--- config.mk ---
export PLATFORM = sky130hd
export DESIGN_NAME = div_post_flat
export DESIGN_NICKNAME = d
export VERILOG_FILES = /design/src/rtl/div_pkg.sv /design/src/rtl/div_post_if.sv /design/src/rtl/div_post_fifo.sv /design/src/rtl/div_post.sv /design/src/flat_wrapper.sv
export SDC_FILE = /design/constraint.sdc
export NUM_CORES = 1
export LEC_CHECK = 0
export CORE_MARGIN = 10
export CORE_UTILIZATION = 45
export DETAILED_ROUTE_END_ITERATION = 7
export GPL_TIMING_DRIVEN = 0
export PLACE_DENSITY = 0.75
export SLEW_MARGIN = 30
export SYNTH_ARGS = -nofsm -noshare
export SYNTH_HDL_FRONTEND = slang
export SYNTH_SLANG_ARGS = --single-unit
--- constraint.sdc ---
create_clock -name clk -period 2.7 [get_ports clk]
set_input_delay 0.54 -clock clk [delete_from_list [all_inputs] [get_ports clk]]
set_output_delay 0.54 -clock clk [all_outputs]
set_load 0.02 [all_outputs]
--- src/rtl/div_pkg.sv ---
// Shared types and helpers for the divider post-processing stage.
// Optional feature macro: DIV_ROUND_EN (round-to-nearest of the quotient).
package div_pkg;

    localparam int DIV_WN = 8;   // numerator / quotient width
    localparam int DIV_WD = 6;   // denominator / remainder width

    // One queued divider result.
    typedef struct packed {
        logic [DIV_WN-1:0] q;
        logic [DIV_WD-1:0] r;
        logic              dz;
    } div_res_t;

`ifdef DIV_ROUND_EN
    // Half-up rounding of an unsigned quotient; the compare is done one bit
    // wider than the remainder so 2*r cannot wrap. Saturates at all ones.
    function automatic logic [DIV_WN-1:0] div_round(
        input logic [DIV_WN-1:0] q,
        input logic [DIV_WD-1:0] r,
        input logic [DIV_WD-1:0] d
    );
        logic [DIV_WD:0] r2;
        logic [DIV_WD:0] dd;
        r2 = {r, 1'b0};
        dd = {1'b0, d};
        if ((r2 >= dd) && (q != {DIV_WN{1'b1}})) begin
            return q + {{(DIV_WN-1){1'b0}}, 1'b1};
        end else begin
            return q;
        end
    endfunction
`endif

endpackage

--- src/rtl/div_post_if.sv ---
// Consumer-side valid/ready result bus of div_post.
interface div_post_if #(
    parameter int WN = 8,
    parameter int WD = 6
);
    logic          m_valid;
    logic          m_ready;
    logic [WN-1:0] m_q;
    logic [WD-1:0] m_r;
    logic          m_dz;

    modport master (
        output m_valid,
        output m_q,
        output m_r,
        output m_dz,
        input  m_ready
    );

    modport slave (
        input  m_valid,
        input  m_q,
        input  m_r,
        input  m_dz,
        output m_ready
    );
endinterface

--- src/rtl/div_post_fifo.sv ---
// First-word-fall-through FIFO of result records. Pointers carry one extra
// bit so full and empty can be told apart when the index bits are equal.
module div_post_fifo
    import div_pkg::*;
#(
    parameter int  DEPTH = 4,
    parameter type rec_t = div_res_t
) (
    input  logic                   clk,
    input  logic                   reset,
    input  logic                   push,
    input  rec_t                   wdata,
    input  logic                   pop,
    output rec_t                   rdata,
    output logic                   full,
    output logic                   empty,
    output logic [$clog2(DEPTH):0] level
);

    localparam int AW = $clog2(DEPTH);

    logic [AW:0] wr_ptr_r;
    logic [AW:0] rd_ptr_r;
    rec_t        mem_r [DEPTH];
    logic        pop_ok_s;
    logic        push_ok_s;

    assign empty = (wr_ptr_r == rd_ptr_r);
    assign full  = (wr_ptr_r[AW] != rd_ptr_r[AW]) &&
                   (wr_ptr_r[AW-1:0] == rd_ptr_r[AW-1:0]);
    assign level = wr_ptr_r - rd_ptr_r;
    assign rdata = mem_r[rd_ptr_r[AW-1:0]];

    // Qualify requests: a pop needs data, a push needs room or a same-cycle pop.
    always_comb begin
        pop_ok_s  = 1'b0;
        push_ok_s = 1'b0;
        if (pop && !empty) begin
            pop_ok_s = 1'b1;
        end else begin
            pop_ok_s = 1'b0;
        end
        if (push && (!full || pop_ok_s)) begin
            push_ok_s = 1'b1;
        end else begin
            push_ok_s = 1'b0;
        end
    end

    // Storage and pointer update; reset clears everything so the head reads zero.
    always_ff @(posedge clk or posedge reset) begin
        if (reset) begin
            wr_ptr_r <= {(AW+1){1'b0}};
            rd_ptr_r <= {(AW+1){1'b0}};
            for (int i = 0; i < DEPTH; i++) begin
                mem_r[i] <= '0;
            end
        end else begin
            if (push_ok_s) begin
                mem_r[wr_ptr_r[AW-1:0]] <= wdata;
                wr_ptr_r <= wr_ptr_r + {{AW{1'b0}}, 1'b1};
            end
            if (pop_ok_s) begin
                rd_ptr_r <= rd_ptr_r + {{AW{1'b0}}, 1'b1};
            end
        end
    end

endmodule

--- src/rtl/div_post.sv ---
// Divider result post-processing: captures quotient/remainder on the result
// strobe, flags divide-by-zero, optionally rounds, and buffers results in a
// FWFT FIFO toward a valid/ready consumer. Dropped results set sticky ovf.
// Optional feature macro: DIV_ROUND_EN.
module div_post
    import div_pkg::*;
#(
    parameter int WN    = DIV_WN,
    parameter int WD    = DIV_WD,
    parameter int DEPTH = 4
) (
    input  logic                   clk,
    input  logic                   reset,
    input  logic                   res_valid,
    input  logic [WN-1:0]          q_in,
    input  logic [WD-1:0]          r_in,
    input  logic [WD-1:0]          d_in,
    div_post_if.master             m_if,
    output logic                   ovf,
    output logic [$clog2(DEPTH):0] level
);

    typedef struct packed {
        logic [WN-1:0] q;
        logic [WD-1:0] r;
        logic          dz;
    } rec_t;

    rec_t s1_next_s;
    rec_t s1_rec_r;
    logic s1_valid_r;
    rec_t head_s;
    logic full_s;
    logic empty_s;
    logic pop_s;
    logic accept_s;
    logic push_s;
    logic ovf_r;

    // Build the stage-1 record from the raw divider outputs.
    always_comb begin
        s1_next_s = '0;
        if (d_in == {WD{1'b0}}) begin
            s1_next_s.q  = {WN{1'b1}};
            s1_next_s.r  = {WD{1'b0}};
            s1_next_s.dz = 1'b1;
        end else begin
`ifdef DIV_ROUND_EN
            s1_next_s.q  = div_round(q_in, r_in, d_in);
`else
            s1_next_s.q  = q_in;
`endif
            s1_next_s.r  = r_in;
            s1_next_s.dz = 1'b0;
        end
    end

    // Stage-1 register: holds one result for a cycle before it enters the FIFO.
    always_ff @(posedge clk or posedge reset) begin
        if (reset) begin
            s1_valid_r <= 1'b0;
            s1_rec_r   <= '0;
        end else begin
            s1_valid_r <= res_valid;
            if (res_valid) begin
                s1_rec_r <= s1_next_s;
            end
        end
    end

    // Handshake glue: a full FIFO still takes a push when the head leaves this cycle.
    always_comb begin
        pop_s    = 1'b0;
        accept_s = 1'b0;
        push_s   = 1'b0;
        if (!empty_s && m_if.m_ready) begin
            pop_s = 1'b1;
        end else begin
            pop_s = 1'b0;
        end
        accept_s = !full_s || pop_s;
        if (s1_valid_r && accept_s) begin
            push_s = 1'b1;
        end else begin
            push_s = 1'b0;
        end
    end

    // Sticky overflow: set whenever a stage-1 result is refused.
    always_ff @(posedge clk or posedge reset) begin
        if (reset) begin
            ovf_r <= 1'b0;
        end else if (s1_valid_r && !accept_s) begin
            ovf_r <= 1'b1;
        end
    end

    div_post_fifo #(
        .DEPTH (DEPTH),
        .rec_t (rec_t)
    ) u_fifo (
        .clk   (clk),
        .reset (reset),
        .push  (push_s),
        .wdata (s1_rec_r),
        .pop   (pop_s),
        .rdata (head_s),
        .full  (full_s),
        .empty (empty_s),
        .level (level)
    );

    assign m_if.m_valid = !empty_s;
    assign m_if.m_q     = head_s.q;
    assign m_if.m_r     = head_s.r;
    assign m_if.m_dz    = head_s.dz;
    assign ovf          = ovf_r;

endmodule
--- src/flat_wrapper.sv ---
// flat-port wrapper written by rule: the top's interface ports become plain ports
module div_post_flat import div_pkg::*;
#(
    parameter int WN    = DIV_WN,
    parameter int WD    = DIV_WD,
    parameter int DEPTH = 4
)
  (clk, reset, res_valid, q_in, r_in, d_in, ovf, level, m_if_m_valid, m_if_m_q, m_if_m_r, m_if_m_dz, m_if_m_ready);
  div_post_if #(.WN(WN), .WD(WD)) m_if_i ();
  input  logic clk;
  input  logic reset;
  input  logic res_valid;
  input  logic [WN-1:0] q_in;
  input  logic [WD-1:0] r_in;
  input  logic [WD-1:0] d_in;
  output logic ovf;
  output logic [$clog2(DEPTH):0] level;
  output wire logic [$bits(m_if_i.m_valid)-1:0] m_if_m_valid;
  output wire logic [$bits(m_if_i.m_q)-1:0] m_if_m_q;
  output wire logic [$bits(m_if_i.m_r)-1:0] m_if_m_r;
  output wire logic [$bits(m_if_i.m_dz)-1:0] m_if_m_dz;
  input wire logic [$bits(m_if_i.m_ready)-1:0] m_if_m_ready;
  assign m_if_m_valid = m_if_i.m_valid;
  assign m_if_m_q = m_if_i.m_q;
  assign m_if_m_r = m_if_i.m_r;
  assign m_if_m_dz = m_if_i.m_dz;
  assign m_if_i.m_ready = m_if_m_ready;
  div_post #(.WN(WN), .WD(WD), .DEPTH(DEPTH)) u_core (.clk(clk), .reset(reset), .res_valid(res_valid), .q_in(q_in), .r_in(r_in), .d_in(d_in), .m_if(m_if_i), .ovf(ovf), .level(level));
endmodule
# Word-level counts from Yosys, hierarchy flattened
# Cells that the tools add are included.
# totals
ff_bits	83
latchBits	0
ram_bits	0
mem_bits_ro	0
inputBits	24
wordCells	54
n_memories	0
# op_classes
add_sub_neg	3
n_mul	0
n_div	0
n_lt_le_gt_ge	3
n_eq_ne	3
shifts	0
mux	11
n_bitwise	2
n_reduce_logical	13
# ops
cell	count
60-bit bitwise mux	1
15-bit 2-to-1 mux	4
15-bit binary-select mux with 2-bit select	1
15-bit demux with 2-bit select	1
1-bit logical AND	7
3-bit by 1-bit adder with 3-bit output, second input constant	2
3-bit greater-or-equal comparator, second input constant	2
6-bit zero test	1
2-bit inverter with 3-bit output	2
1-bit 2-to-1 mux	4
3-bit == test	1
1-bit zero test	3
3-bit by 1-bit less-than comparator with 1-bit output, second input constant	1
3-bit subtractor	1
2-bit == test	1
1-bit logical OR	2
1-bit inequality test	1

# Logic depth before layout (Yosys ltp)
# logic_depth
depth_word	9
ltp_mapped	8
ltp_nobuf	5

# By module
# From an unflattened synthesis, not the netlist that was laid out.
# hier_totals
hier_cells	255
hier_area_um2	3819.9
# by_module_without_submodules
module	instances	cells_per_inst	area_per_inst_um2
div_post_fifo	1	194	3069.2
div_post	1	61	750.7

# Worst setup path before layout
# OpenSTA, ideal clock, no wires.
# synth_timing
path_kind	reg-to-reg
startpoint	register u_core.u_fifo.rd_ptr_r[1]
endpoint	register u_core.u_fifo.mem_r[10] (netlist name)
setup_time_ps	125
arrival_time_ps	2466
required_time_ps	2575
path_slack_ps	109
stages_incl_launch_ff	9
path_buffers	3
period_less_slack_ps	2591
path_cell_list	dfrtp_1 clkbuf_1 buf_1 inv_1 ha_1 nand2_1 o311ai_4 buf_6 mux2_2
# synth_via
elab_chain_cells	9
# synth_lines
element	line_no	text
start, declared	div_post_fifo.sv:23	logic [AW:0] rd_ptr_r;
start signal, assigned	div_post_fifo.sv:54	rd_ptr_r <= {(AW+1){1'b0}};
start signal, assigned	div_post_fifo.sv:64	rd_ptr_r <= rd_ptr_r + {{AW{1'b0}}, 1'b1};
3-bit == test	div_post_fifo.sv:28	assign empty = (wr_ptr_r == rd_ptr_r);
1-bit zero test	div_post_fifo.sv:38, div_post.sv:76	
1-bit logical AND	div_post.sv:76	if (!empty_s && m_if.m_ready) begin
1-bit 2-to-1 mux	div_post.sv:76	
1-bit logical OR or 1-bit logical AND (tied branches)	div_post.sv:81, div_post_fifo.sv:38	
1-bit logical AND or 1-bit 2-to-1 mux (tied branches)	div_post.sv:82, div_post_fifo.sv:38	
1-bit 2-to-1 mux or 1-bit logical OR (tied branches)	div_post.sv:82, div_post_fifo.sv:43	
1-bit logical AND *	div_post_fifo.sv:43	if (push && (!full || pop_ok_s)) begin
1-bit 2-to-1 mux *	div_post_fifo.sv:43	
end signal, assigned by index	div_post_fifo.sv:60	mem_r[wr_ptr_r[AW-1:0]] <= wdata;
end, declared	div_post_fifo.sv:24	rec_t mem_r [DEPTH];
# Mark *: on every way between the ends. The rest lies on a longest branch, timed or not.
# A chain may end at the register's enable or synchronous reset.

# Final worst setup path
# layout_timing
startpoint	register u_core.u_fifo.rd_ptr_r[0]
endpoint	output port m_if_m_r[2]
# layout_via
elab_chain_cells	4
# layout_lines
element	line_no	text
2-bit inverter with 3-bit output (implied by the code)	div_post_fifo.sv:32	assign rdata = mem_r[rd_ptr_r[AW-1:0]];
15-bit binary-select mux with 2-bit select	div_post_fifo.sv:32	
15-bit 2-to-1 mux (implied by the code) (2 in a row)	div_post_fifo.sv:32	
end, declared	flat_wrapper.sv:20	output wire logic [$bits(m_if_i.m_r)-1:0] m_if_m_r;
# No other way between the ends. The select of a mux whose other input is x is not followed.

==> run metrics <==
outcome complete, no violations; total of max-cap violations 0; RR Startpoint u_core.u_fifo.rd_ptr_r[1]$_DFFE_PP0P_; Top FF cell, synth dfrtp_1; Worst Setup Start Kind flip-flop; Synth area leaders dfrtp_1 55%, mux2_2 19%, mux4_2 9.0%, mux2i_1 3.7%, ha_1 2.3%; Max Clock Skew between 5 and 6 ps; largest net degree at the start of global routing a little over 50; CP arrival around 2100 ps; Slew Viols, Final 0; core area 0.008175 mm2; met1 usage 0.1626; Root Buffer clkbuf_8; # DRC 0; clk_lat worst skew 350 ps; reg2reg path depth 8; post-synthesis sequential area ratio 0.5515; initial core utilization 0.4607; FF+latch count, synth 83; gr ovfl total 0; design area between 0.004 and 0.005 mm2; post-synthesis adder-cell area fraction 0.02857; layout cells sized above 1 0.3663; HP Class reg2reg; Avg Cell Area, Syn approximately 15 um2; post-synthesis to final-layout area growth 22.06%; Die X 111.5 um; Synth top cells by count 83 x dfrtp_1, 62 x mux2_2, 15 x mux4_2, 14 x mux2i_1, 11 x nand2_1; post-synthesis simple-gate area fraction 0.02691; drt first pass iters 4; Crit. Startpoint u_core.u_fifo.rd_ptr_r[0]$_DFFE_PP0P_; height of the chip roughly 110 um; Post-layout nets between 300 and 400; complex-gate fraction of the synthesized area 0.03920; leakage 0.002005 uW; row count 33; # clock sinks 83; CP Data Required Time ~2200 ps; met2 track demand over resource 0.2016; DP Cell Count roughly 390; fmax roughly 0.38 GHz; r2r endpoint u_core.u_fifo.mem_r[7]$_DFFE_PP0P_; number of vias per cell ~5.3; slew at the pin closest to its max-slew limit 652.7 ps; GR peak layer met2; detailed placement HPWL 5.149 mm; Clock Path Buffers 2; largest family of logic cells by synthesized area multiplexers; n_diodes 0; initial antenna violation count 0; post-synthesis mux area share 0.3123; vias in the first global route approximately 2,400; H-Tree Depth 3; Register Area 0.002077 mm2; setup slack, reg-to-reg between 200 and 250 ps; wire per inst ~19 um; minimum clock period around 2600 ps; final wirelength around 7.6 mm; met3 capacity usage during global routing 0.02791; most common cell in the netlist dfrtp_1; Num CTS Buffers 9; # IOs 44; final hold slack between 400 and 500 ps; CP Class reg2out; FFs w/ async S/R, synth 1.000; drt initial violations 82; Port Buffers between 40 and 50; Mapped Nets 275; Pwr Total between 5000 and 6000 uW; Worst-path clk slew around 80 ps; EDFF count, synth 0; area of the multi-input gates roughly 0.0016 mm2; max_slew headroom 0.5649; critical path endpoint category output pin; RePlAce Congestion 0.8120; die footprint roughly 0.012 mm2; worst setup path endpoint m_if_m_r[2]; Yosys top cell by area dfrtp_1; Synth Cell Area 0.003766 mm2; final setup vio count 0; first-pass GRT wire length 12.79 mm; Synth top area share 0.5515; antenna-violating nets left 0; CTS tree yes; Fin. Hold Viols 0; count of cell types in the netlist 28; Setup TNS 0 ps; crit path max fanout 7; startpoint of the worst hold path u_core.ovf$_DFFE_PP0P_; Syn Inst Count around 240; Placement Cell Area 0.004350 mm2; Vias 2,150; Non-Filler Instances between 400 and 500; Filler Cell Count approximately 680; power per cell area roughly 1300 mW/mm2; Max IR drop VDD slightly above 0.7 mV; XOR/XNOR share of the synthesized area 0.01362; hold buffers post-CTS 0; period utilization 0.9659; overall routing resource usage 0.1273; synth warn 0
[metrics by stage]
step | setup WS (ps) | util
2_1_floorplan | 23.21 | -
3_3_place_gp | -1288 | 0.5282
3_5_place_dp | -692.2 | 0.5321
4_1_cts | 48.35 | 0.5611
5_1_grt | -8.727 | 0.5623
6_report | 92.12 | 0.5623
[timing repair]
item,4_1_cts,5_1_grt
pin swaps,1,0
setup endpoints to repair,84,47
buffers inserted,1,0
resized for setup,19,3
[critical path, stage by stage, from the launching register on]
cell and delay [ps]:
dfrtp_1 400, buf_4 220, mux4_2 530, clkdlybuf4s50_1 560
[routing by layer]
metal,vias to the layer above,part of all wire
li1,995,-
met1,1095,0.47
met2,51,0.47
met3,9,0.048
met4,0,0.016
met5,-,0
[worst min path at each step]
stage,end,slack (ps),depth (start not counted)
after global placement,u_core.ovf$_DFFE_PP0P_,460,1
after CTS,u_core.ovf$_DFFE_PP0P_,490,1
after global routing,u_core.ovf$_DFFE_PP0P_,510,1
final,u_core.ovf$_DFFE_PP0P_,480,1
after floorplan,u_core.u_fifo.mem_r[0]$_DFFE_PP0P_,470,1
after detailed placement,u_core.ovf$_DFFE_PP0P_,470,1
[report_power, final]
group          switching, uW  internal (uW)  leakage, uW
Combinational           1310           1480     0.000901
Clock                    444            551     0.000114
Sequential               311           1760     0.000990
[placed cells by master (no fill, tap or decap), types with 2 or more instances in the layout]
cell,n
dfrtp_1,83
mux2_2,62
clkdlybuf4s50_1,30
mux4_2,15
mux2i_1,14
dlygate4sd2_1,12
nand2_1,10
clkbuf_8,10
nor2_1,8
ha_1,7
inv_1,6
buf_6,5
clkbuf_1,4
o311a_4,3
xnor2_1,3
clkinv_4,3
buf_4,2
o21ai_0,2
nand3_1,2
a21oi_1,2
a31oi_1,2
bufinv_16,2
[kinds of logic after synthesis]
kind of cell,count (synthesis)
flops,83
xor+xnor,5
mux,91
buf+inv,19
simple gates,24
fa+ha+maj,8
compound gates,13
[state kept, by name (all words and copies together), names as in the netlist]
| name | cells |
|---|---|
| u_core.ovf | 1 |
| u_core.s1_rec_r | 15 |
| u_core.s1_valid_r | 1 |
| u_core.u_fifo.mem_r | 60 |
| u_core.u_fifo.rd_ptr_r | 3 |
| u_core.u_fifo.wr_ptr_r | 3 |
[final cells by class]
type / count / share of cell area
buffer: 12 / 0.02232
clock buffer: 11 / 0.03076
clock inverter: 5 / 0.01878
inverter: 7 / 0.006805
multi-input combinational: 141 / 0.3451
sequential: 83 / 0.4518
tap: 105 / 0.02858
timing repair buffer: 44 / 0.09581
(Power assumes the default switching activity.)
